`config.mk`:
```
export PLATFORM = sky130hd
export DESIGN_NAME = regfile_wb_sched
export DESIGN_NICKNAME = d
export VERILOG_FILES = /design/src/rtl/cpu_pkg.sv /design/src/rtl/regfile_scoreboard.sv /design/src/rtl/regfile_wb_sched.sv
export SDC_FILE = /design/constraint.sdc
export NUM_CORES = 1
export LEC_CHECK = 0
export CORE_MARGIN = 4
export CORE_UTILIZATION = 30
export CTS_BUF_LIST = sky130_fd_sc_hd__clkbuf_16
export DETAILED_ROUTE_END_ITERATION = 10
export GPL_ROUTABILITY_DRIVEN = 0
export PLACE_DENSITY = 0.67
export SLEW_MARGIN = 20
export SYNTH_ARGS = -nofsm -noshare
export SYNTH_HDL_FRONTEND = slang
export SYNTH_SLANG_ARGS = --single-unit
```
`constraint.sdc`:
```
create_clock -name clk -period 5.25 [get_ports clk]
set_clock_uncertainty 0.15 [all_clocks]
set_input_delay 1.575 -clock clk [delete_from_list [all_inputs] [get_ports clk]]
set_output_delay 1.575 -clock clk [all_outputs]
set_load 0.02 [all_outputs]
```
`src/rtl/cpu_pkg.sv`:
```
// Shared CPU register-file parameters, write-back payload type and address helper.
package cpu_pkg;

  localparam int unsigned WORD       = 4;
  localparam int unsigned WIDTH      = 8;
  localparam int unsigned ADDR_WIDTH = 4;
  localparam int unsigned CNT_W      = 2;

  localparam int unsigned DATA_W = WORD * WIDTH;
  localparam int unsigned WA_W   = ADDR_WIDTH * WIDTH;
  localparam int unsigned NREG   = (1 << ADDR_WIDTH) / WORD;
  localparam int unsigned RIDX   = $clog2(NREG);
  localparam int unsigned OFS_W  = $clog2(WORD);

  typedef logic [RIDX-1:0]   reg_idx_t;
  typedef logic [DATA_W-1:0] word_t;

  typedef struct packed {
    reg_idx_t rd;
    word_t    data;
  } wb_req_t;

  typedef enum logic {
    RR_A = 1'b0,
    RR_B = 1'b1
  } rr_side_t;

  // Register index to regfile byte address, zero-extended to the write-address width.
  function automatic logic [WA_W-1:0] reg_to_addr(input reg_idx_t r);
    return WA_W'({r, OFS_W'(0)});
  endfunction

endpackage

```
`src/rtl/regfile_scoreboard.sv`:
```
// Per-register pending-write counters: claim acceptance, decode stall and sticky underflow error.
module regfile_scoreboard
  import cpu_pkg::*;
(
  input  logic            clk,
  input  logic            rst_n,
  input  logic            claim_valid,
  input  logic [RIDX-1:0] claim_reg,
  output logic            claim_ready,
  input  logic            commit,
  input  logic [RIDX-1:0] commit_reg,
  input  logic [RIDX-1:0] rs1,
  input  logic [RIDX-1:0] rs2,
  input  logic            rs1_used,
  input  logic            rs2_used,
  output logic            stall,
  output logic            sb_err
);

  localparam logic [CNT_W-1:0] CNT_MAX = '1;

  logic [CNT_W-1:0] cnt_q [NREG];
  logic [CNT_W-1:0] cnt_d [NREG];
  logic [NREG-1:0]  inc_c;
  logic [NREG-1:0]  dec_c;
  logic             claim_acc_c;
  logic             err_d;

  // A commit to a saturated register frees a slot on the same edge, so the claim may proceed.
  always_comb begin
    claim_ready = (cnt_q[claim_reg] != CNT_MAX) || (commit && (commit_reg == claim_reg));
    claim_acc_c = claim_valid && claim_ready;
    stall       = (rs1_used && (cnt_q[rs1] != '0)) || (rs2_used && (cnt_q[rs2] != '0));
  end

  always_comb begin
    err_d = sb_err;
    for (int i = 0; i < NREG; i++) begin
      inc_c[i] = claim_acc_c && (claim_reg == RIDX'(i));
      dec_c[i] = commit && (commit_reg == RIDX'(i));
      cnt_d[i] = cnt_q[i];
      if (inc_c[i] && !dec_c[i]) begin
        cnt_d[i] = cnt_q[i] + CNT_W'(1);
      end else if (dec_c[i] && !inc_c[i]) begin
        if (cnt_q[i] == '0) begin
          err_d = 1'b1;
        end else begin
          cnt_d[i] = cnt_q[i] - CNT_W'(1);
        end
      end
    end
  end

  always_ff @(posedge clk or negedge rst_n) begin
    if (!rst_n) begin
      for (int i = 0; i < NREG; i++) begin
        cnt_q[i] <= '0;
      end
      sb_err <= 1'b0;
    end else begin
      for (int i = 0; i < NREG; i++) begin
        cnt_q[i] <= cnt_d[i];
      end
      sb_err <= err_d;
    end
  end

endmodule

```
`src/rtl/regfile_wb_sched.sv`:
```
// Round-robin sharing of the regfile write port between ALU and load write-back,
// with a pending-write scoreboard driving decode stalls.
module regfile_wb_sched
  import cpu_pkg::*;
(
  input  logic              clk,
  input  logic              rst_n,
  input  logic              a_valid,
  input  logic [RIDX-1:0]   a_reg,
  input  logic [DATA_W-1:0] a_data,
  output logic              a_ready,
  input  logic              b_valid,
  input  logic [RIDX-1:0]   b_reg,
  input  logic [DATA_W-1:0] b_data,
  output logic              b_ready,
  input  logic              claim_valid,
  input  logic [RIDX-1:0]   claim_reg,
  output logic              claim_ready,
  input  logic [RIDX-1:0]   rs1,
  input  logic [RIDX-1:0]   rs2,
  input  logic              rs1_used,
  input  logic              rs2_used,
  output logic              stall,
  output logic              we,
  output logic [WA_W-1:0]   wa,
  output logic [DATA_W-1:0] wd,
  output logic              sb_err
);

  rr_side_t rr_q;
  rr_side_t rr_d;
  wb_req_t  sel_c;
  logic     grant_c;

  // Round-robin pointer state register.
  always_ff @(posedge clk or negedge rst_n) begin
    if (!rst_n) begin
      rr_q <= RR_A;
    end else begin
      rr_q <= rr_d;
    end
  end

  // Pointer only moves after a contended grant.
  always_comb begin
    rr_d = rr_q;
    if (a_valid && b_valid) begin
      rr_d = (rr_q == RR_A) ? RR_B : RR_A;
    end
  end

  // Grant decode and payload select.
  always_comb begin
    a_ready    = a_valid && (!b_valid || (rr_q == RR_A));
    b_ready    = b_valid && (!a_valid || (rr_q == RR_B));
    grant_c    = a_ready || b_ready;
    sel_c.rd   = a_reg;
    sel_c.data = a_data;
    if (b_ready) begin
      sel_c.rd   = b_reg;
      sel_c.data = b_data;
    end
  end

  // Write port registers; address and data hold when idle.
  always_ff @(posedge clk or negedge rst_n) begin
    if (!rst_n) begin
      we <= 1'b0;
      wa <= '0;
      wd <= '0;
    end else begin
      we <= grant_c;
      if (grant_c) begin
        wa <= reg_to_addr(sel_c.rd);
        wd <= sel_c.data;
      end
    end
  end

  regfile_scoreboard u_sb (
    .clk         (clk),
    .rst_n       (rst_n),
    .claim_valid (claim_valid),
    .claim_reg   (claim_reg),
    .claim_ready (claim_ready),
    .commit      (we),
    .commit_reg  (wa[OFS_W +: RIDX]),
    .rs1         (rs1),
    .rs2         (rs2),
    .rs1_used    (rs1_used),
    .rs2_used    (rs2_used),
    .stall       (stall),
    .sb_err      (sb_err)
  );

endmodule

```
Word-level counts from Yosys, hierarchy flattened
Index checks and enable logic that the tools add are counted.
{"block": "op_classes", "n_reduce_logical": 54, "bitwise": 4, "eq_ne": 12, "order_cmp": 3, "n_addsub": 8, "muxes": 35}
{"operator": "2-bit 2-to-1 mux", "count": 18}
{"operator": "34-bit 2-to-1 mux", "count": 1}
{"operator": "1-bit logical AND", "count": 23}
{"operator": "1-bit 2-to-1 mux", "count": 13}
{"operator": "2-bit binary-select mux with 2-bit select", "count": 3}
{"operator": "2-bit logical NOT", "count": 6}
{"operator": "2-bit nonzero test", "count": 6}
{"operator": "1-bit logical NOT", "count": 10}
{"operator": "3-bit greater-or-equal comparator, second input constant", "count": 3}
{"operator": "2-bit inverter with 3-bit output", "count": 3}
{"operator": "2-bit by 1-bit adder with 2-bit output, second input constant", "count": 4}
{"operator": "2-bit equality test, second input constant", "count": 4}
{"operator": "2-bit by 1-bit != test with 1-bit output, second input constant", "count": 4}
{"operator": "2-bit AND reduction", "count": 4}
{"operator": "2-bit by 1-bit subtractor with 2-bit output, second input constant", "count": 4}
{"operator": "1-bit logical OR", "count": 5}
{"operator": "2-bit by 1-bit equality test with 1-bit output, second input constant", "count": 2}
{"operator": "2-bit equality test", "count": 1}
{"operator": "2-bit != test, second input constant", "count": 1}
{"operator": "1-bit inverter", "count": 1}
{"block": "word_totals", "wordCells": 125, "ff_bits": 45, "inputBits": 81}

Longest topological paths before layout
Gate-level depths: netlist of run 1.
{"block": "logic_depth", "depth_word": 21, "depth_mapped": 8}

Cells and area by module
From an unflattened synthesis of run 1, not the netlist that was laid out.
{"block": "hier_totals", "cells_unflattened": 342, "area_unflattened_um2": 3210.6}
{"mod": "regfile_wb_sched", "cells_per_inst": 233, "seq_area_each_um2": 900.9, "area_per_inst_um2": 2294.7, "n_inst": 1}
{"mod": "regfile_scoreboard", "cells_per_inst": 109, "seq_area_each_um2": 225.2, "area_per_inst_um2": 915.9, "n_inst": 1}

Least setup slack after synthesis of run 1
Ideal clock, no wire load.
{"block": "synth_timing", "path_kind": "input to output", "startpoint": "input claim_reg[0]", "endpoint": "output claim_ready", "n_path_buf": 1, "required_ns": 3.525, "setup_slack_ns": 1.188, "path_stages": 4, "t_arrival_ns": 2.337, "cell_sequence": "clkbuf_1 xnor2_1 nand3_2 nand3_1"}
{"block": "synth_via", "elab_chain_len": 6, "word_cells_on_any_way": 8}
{"item": "start: declaration", "line_no": "regfile_wb_sched.sv:17", "text": "input logic [RIDX-1:0] claim_reg,"}
{"item": "2-bit inverter with 3-bit output (not written as such)", "line_no": "regfile_scoreboard.sv:31", "text": "claim_ready = (cnt_q[claim_reg] != CNT_MAX) || (commit && (commit_reg == claim_reg));"}
{"item": "2-bit binary-select mux with 2-bit select", "line_no": "regfile_scoreboard.sv:31"}
{"item": "2-bit 2-to-1 mux (not written as such) (2 in a row)", "line_no": "regfile_scoreboard.sv:31"}
{"item": "2-bit != test", "line_no": "regfile_scoreboard.sv:31"}
{"item": "1-bit logical OR (*)", "line_no": "regfile_scoreboard.sv:31"}
{"item": "end: declaration", "line_no": "regfile_wb_sched.sv:18", "text": "output logic claim_ready,"}
Mark *: on every way between the ends. The rest lies on a longest branch, timed or not. The select of a mux whose other input is x is not followed.

Final worst setup path of run 1
Ends and elaborated chain as after synthesis.

==> results of run 1 <==
-- stage by stage --
step	instance area, um2	std cells	setup slack, ns	power (mW)	hold slack, ns
final	4110	497	0.2258	1.407	0.3252
after global routing	4110	497	0.1498	1.489	0.3786
after CTS	4108	497	0.2300	1.427	0.3313
after detailed placement	3918	489	0.2344	1.013	0.3152
after global placement	3918	489	0.2861	1.001	0.3112
after floorplan	2899	301	1.188	0.7932	0.3842
-- kinds of logic (layout without fill, tap and decap cells) --
logic type	after synthesis	count (layout)	synth area share
other cells	1	30	0.001344
simple gates	84	84	0.1749
compound gates	67	67	0.2108
mux	5	5	0.01973
flops	45	45	0.4036
buf+inv	59	147	0.1444
xor+xnor	3	3	0.009419
fa+ha+maj	8	8	0.03588
-- worst min-delay path: stages (launching register included) --
cell and delay [ns]:
dfrtp_1 0.34, nor2_1 0.05, nand2_1 0.05
-- cells in the final DEF (no fill, tap or decap), types with 6 or more instances in the layout --
master,netlist,final
dfrtp_1,45,45
o21ai_0,13,13
ha_1,8,8
nor4b_1,6,6
nor2_1,7,7
inv_1,14,14
nor2b_1,6,6
or2_1,6,6
clkdlybuf4s50_1,0,119
or2_2,6,6
buf_4,30,6
conb_1,1,30
o221a_2,30,30
nand2_1,16,16
or2_0,20,20
-- where the power goes --
part | internal (mW) | leakage (nW) | switching [mW]
clock | 0.272 | 0.0938 | 0.133
combinational | 0.268 | 1.07 | 0.244
sequential | 0.417 | 0.522 | 0.0736
total | 0.956 | 1.69 | 0.451
-- cell type report --
cell class                 instances  area (um2)  area share
clock inverter                     3       65.06     0.01583
tap                              108       135.1     0.03288
multi-input combinational        197        1370      0.3333
inverter                          14       52.55     0.01279
clock buffer                       5       125.1     0.03044
sequential                        45        1126      0.2740
timing repair buffer             125        1236      0.3008
-- sequential cells by signal, indices dropped and copies added, names as in the netlist --
signal / count
we: 1
rr_q: 1
u_sb.cnt_q: 8
u_sb.sb_err: 1
wa: 2
wd: 32
-- Yosys cell counts (2+ instances only) --
| cell type | count | area (um2) |
|---|---|---|
| dfrtp_1 | 45 | 1126 |
| buf_4 | 30 | 225.2 |
| o221a_2 | 30 | 337.8 |
| or2_0 | 20 | 125.1 |
| nand2_1 | 16 | 60.06 |
| inv_1 | 14 | 52.55 |
| o21ai_0 | 13 | 65.06 |
| ha_1 | 8 | 100.1 |
| nor2_1 | 7 | 26.28 |
| nor2b_1 | 6 | 37.54 |
| nor4b_1 | 6 | 52.55 |
| or2_1 | 6 | 37.54 |
| or2_2 | 6 | 37.54 |
| nor3b_1 | 5 | 37.54 |
| o22ai_1 | 5 | 31.28 |
| a211o_1 | 4 | 35.03 |
| a211oi_1 | 4 | 30.03 |
| a31oi_1 | 4 | 25.02 |
| clkbuf_8 | 4 | 55.05 |
| mux2_2 | 4 | 45.04 |
| nand3_1 | 4 | 20.02 |
| buf_6 | 3 | 33.78 |
| clkbuf_1 | 3 | 11.26 |
| clkbuf_2 | 3 | 15.01 |
| nor3_1 | 3 | 15.01 |
| xnor2_1 | 3 | 26.28 |
| buf_2 | 2 | 10.01 |
| o211ai_1 | 2 | 15.01 |
-- path summary, 6_finish.rpt --
path,endpoint,cells past startpoint,slack (ns)
min,u_sb.sb_err$_DFF_PN0_,2,0.33
min reg2reg,u_sb.sb_err$_DFF_PN0_,2,0.33
max reg2reg,u_sb.cnt_q[1]$_DFFE_PN0P_,7,3.12
min in group asynchronous,wd[25]$_DFFE_PN0P_,1,1.14
max,claim_ready,5,0.23
max in group asynchronous,wd[20]$_DFFE_PN0P_,1,3.40
-- per-layer routing --
layer / track usage / wire (um) / vias to the layer above
li1: - / - / 1152
met1: 0.1548 / 3087 / 1147
met2: 0.2315 / 3566 / 115
met3: 0.07263 / 931 / 4
met4: 0.03229 / 46 / 0
met5: 0 / 0 / -
==> results.sh, run 1 <==
export IMPL_crit_path_start_kind="input pin"
export IMPL_grt_setup_unrepaired="false"
export IMPL_maxSlewViolCount=0
export IMPL_cp_end_kind="primary output"
export IMPL_syn_avg_cell_area_um2=10.26
export IMPL_synth_distinct_cells=40
export IMPL_critPathTopFamily="buffers and inverters"
export IMPL_crit_type="input pin to primary output"
export IMPL_boundaryPins=151
export IMPL_final_util=0.4623
export IMPL_synth_edf_count=0
export IMPL_vias_per_cell=4.865
export IMPL_drtIter0Drc=69
export IMPL_outcome="complete, no violations"
export IMPL_crit_required_ns=3.53
export IMPL_crit_slowest_cell="clkdlybuf4s50_1"
export IMPL_fp_row_count=34
export IMPL_cts_resized=0
export IMPL_hold_viol=0
export IMPL_path_max_fanout=9
export IMPL_cts_tree="yes"
export IMPL_num_fill_cells=861
export IMPL_netlist_area_um2=2790
export IMPL_synth_ff_type="dfrtp_1"
export IMPL_diodes=0
export IMPL_cap_violations=0
export IMPL_setup_violations=0
export IMPL_fp_dieH_um=104.4
export IMPL_die_w_um=104.4
export IMPL_hp_class="flip-flop to flip-flop"
export IMPL_grt_pass1_vias=2613
export IMPL_synthesis_instances=272
export IMPL_fin_crit_ns=5.024
export IMPL_yosysWarningCount=0
export IMPL_gr_usage_all_layers=0.1381
export IMPL_drc=0
export IMPL_dr_pass1_iters=4
export IMPL_numCtsBuffers=5
export IMPL_r2r_start="wa[3]$_DFFE_PN0P_"
export IMPL_port_buffers=120
export IMPL_ys_seq_elements=45
export IMPL_postRouteAntennaNets=0
export IMPL_hold_buffers=0
export IMPL_clkLatencyLatePin_ns=0.28
export IMPL_critical_path_buf_inv_count=2
export IMPL_path_clk_slew_ns=0.06
export IMPL_tns_ns=0
export IMPL_area_delta_synth_final_pct=47.31
export IMPL_drive_above_1_share=0.1491
export IMPL_path_common_cell="clkdlybuf4s50_1"
export IMPL_core_area_um2=8891
export IMPL_root_buffer="clkbuf_16"
export IMPL_crit_arrival_ns=3.30
export IMPL_vias=2418
export IMPL_layout_nets=477
export IMPL_cp_cell_sequence="clkdlybuf4s50_1, xnor2_1, nand3_2, nand3_1, clkdlybuf4s50_1"
export IMPL_grt_start_max_net_pins=46
export IMPL_synthArstFlopShare=1.000
export IMPL_fmax_ghz=0.1990
export IMPL_grt_overflow=0
export IMPL_yosysSeqAreaShare=0.4036
export IMPL_htreeDepth=2
export IMPL_cts_setup_buffers=0
export IMPL_ir_drop_mv=0.1693
export IMPL_clock_path_buffers=2
export IMPL_place_hpwl_um=5785
export IMPL_tightestPinTransition_ns=0.5913
export IMPL_routedWlPerCell_um=15.35
export IMPL_slew_headroom=0.6058
export IMPL_grt_pass1_wl_um=12410
export IMPL_antenna_found_initial=0
export IMPL_period_share=0.9570
export IMPL_die_area_um2=10910
export IMPL_startpoint="claim_reg[0]"
export IMPL_routed_wl_um=7631
export IMPL_cellPowerDensity_nw_per_um2=342.3
export IMPL_start_util=0.3138
export IMPL_critPathMaxStageDelay_ns=0.61
export IMPL_power_leakage_nw=1.689
export IMPL_hp_start="u_sb.sb_err$_DFF_PN0_"
export IMPL_cts_sinks=45
Note: power is estimated with default switching activity, not from simulation.
==> inputs of run 2 (changes only) <==
Settings changed: CTS_BUF_LIST sky130_fd_sc_hd__clkbuf_16 to sky130_fd_sc_hd__clkbuf_4, PLACE_DENSITY 0.67 to 0.7.
Clock period 5.25 ns to 4.35 ns, I/O delays scaled along.
==> results.sh, run 2 (same netlist as run 1, synthesis figures left out) <==
export IMPL_ir_drop_mv=0.1808
export IMPL_gr_usage_all_layers=0.1397
export IMPL_cts_sinks=45
export IMPL_pre_cts_ws_ns=-0.02710
export IMPL_fmax_ghz=0.2350
export IMPL_drc=0
export IMPL_port_buffers=120
export IMPL_core_area_um2=8891
export IMPL_design_area_um2=4006
export IMPL_grt_pass1_wl_um=12590
export IMPL_cap_violations=0
export IMPL_grt_overflow=0
export IMPL_layout_common_cells="117 x clkdlybuf4s50_1, 45 x dfrtp_1, 30 x o221a_2, 30 x conb_1, 20 x or2_0"
export IMPL_outcome="complete, no violations"
export IMPL_routed_wl_um=7791
export IMPL_final_common_cell="clkdlybuf4s50_1"
export IMPL_drive_above_1_share=0.1578
export IMPL_boundaryPins=151
export IMPL_diodes=0
export IMPL_cellPowerDensity_nw_per_um2=354.5
export IMPL_antenna_found_initial=0
export IMPL_start_util=0.3138
export IMPL_die_w_um=104.4
export IMPL_cts_tree="yes"
export IMPL_cp_end_kind="primary output"
export IMPL_layout_nets=481
export IMPL_slew_headroom=0.5670
export IMPL_area_delta_synth_final_pct=43.59
export IMPL_htreeDepth=2
export IMPL_postPlaceCellArea_um2=3948
export IMPL_instances_no_fill=501
export IMPL_grt_pass1_vias=2581
export IMPL_dr_pass1_iters=4
export IMPL_postRouteAntennaNets=0
export IMPL_crit_path_start_kind="input pin"
export IMPL_grt_setup_unrepaired="false"
export IMPL_grt_start_max_net_pins=46
export IMPL_period_share=0.9782
export IMPL_path_max_fanout=6
export IMPL_power_leakage_nw=1.659
export IMPL_final_util=0.4506
export IMPL_crit_type="input pin to primary output"
export IMPL_die_area_um2=10910
export IMPL_final_setup_worst_slack_ns=0.09478
export IMPL_top_register="wd"
export IMPL_fp_dieH_um=104.4
export IMPL_maxSlewViolCount=0
export IMPL_top_regs="wd (32), u_sb.cnt_q (8), wa (2)"
export IMPL_vias=2428
export IMPL_setup_violations=0
export IMPL_placed_cells=493
export IMPL_crit_required_ns=2.89
export IMPL_crit_arrival_ns=2.80
export IMPL_path_clk_slew_ns=0.14
export IMPL_place_hpwl_um=5762
export IMPL_fin_crit_ns=4.255
export IMPL_hold_viol=0
export IMPL_numCtsBuffers=5
export IMPL_clock_path_buffers=2
export IMPL_clkLatencyLatePin_ns=0.35
export IMPL_hold_buffers=0
export IMPL_drtIter0Drc=77
export IMPL_total_power_mw=1.420
export IMPL_fp_row_count=34
export IMPL_root_buffer="clkbuf_4"
export IMPL_num_fill_cells=872
export IMPL_largest_register_ff_count=32
export IMPL_routedWlPerCell_um=15.55
export IMPL_tightestPinTransition_ns=0.6495
export IMPL_vias_per_cell=4.846
export IMPL_hp_class="flip-flop to flip-flop"
==> run 2: cell count changes in the layout (fill, tap and decap cells not counted), moves of 2 or more <==
cell             previous run  this run
buf_4                       6        10
bufinv_16                   2         0
clkbuf_16                   5         0
clkbuf_4                    0         5
clkdlybuf4s50_1           119       117
==> run 2: path summary, 6_finish.rpt <==
path	startpoint	end	slack, ns	depth (start not counted)
worst max-delay path	claim_reg[0]	claim_ready	0.09	5
worst min-delay path	u_sb.sb_err$_DFF_PN0_	u_sb.sb_err$_DFF_PN0_	0.34	2
worst max register to register	wa[3]$_DFFE_PN0P_	u_sb.cnt_q[5]$_DFFE_PN0P_	2.17	8
worst min register to register	u_sb.sb_err$_DFF_PN0_	u_sb.sb_err$_DFF_PN0_	0.34	2
max in group asynchronous	rst_n	wd[18]$_DFFE_PN0P_	2.86	1
min in group asynchronous	rst_n	wd[1]$_DFFE_PN0P_	0.79	1
==> run 2: repair_timing <==
action / 4_1_cts / 5_1_grt
gates resized for setup: 1 / 1
setup buffers: 0 / 0
endpoints found under the setup margin: 1 / 1
endpoints found under the hold margin: 0 / 0
==> run 2: final cells by class <==
| cell class | instances | area, um2 | area share |
|---|---|---|---|
| Timing Repair Buffer | 129 | 1267 | 0.3164 |
| Clock inverter | 3 | 17.52 | 0.004372 |
| Multi-Input combinational cell | 197 | 1370 | 0.3420 |
| Inverter | 14 | 52.55 | 0.01312 |
| Tap cell | 108 | 135.1 | 0.03373 |
| Clock buffer | 5 | 37.54 | 0.009369 |
| Sequential cell | 45 | 1126 | 0.2811 |
==> run 2: layer usage <==
layer  wire, um  GRT usage
met5          0          0
met4         47    0.03229
met3        853    0.06331
met2       3654     0.2366
met1       3236     0.1611
==> run 2: worst max-delay path, stage by stage <==
cell,delay [ns]
clkdlybuf4s50_1,0.51
buf_4,0.16
o211ai_1,0.12
nand3_1,0.11
clkdlybuf4s50_1,0.60
==> run 2: report_power, final <==
part	internal [mW]	switching (mW)	total (mW)
sequential	0.502	0.0902	0.592
clock	0.0617	0.146	0.207
combinational	0.326	0.295	0.621
==> run 2: stage by stage <==
step | TNS, ns | hold slack (ns)
detailed placement | -0.02710 | 0.3137
floorplan | 0 | 0.3842
finish | 0 | 0.3403
global route | 0 | 0.3642
CTS | 0 | 0.3459
global placement | -0.002976 | 0.3078
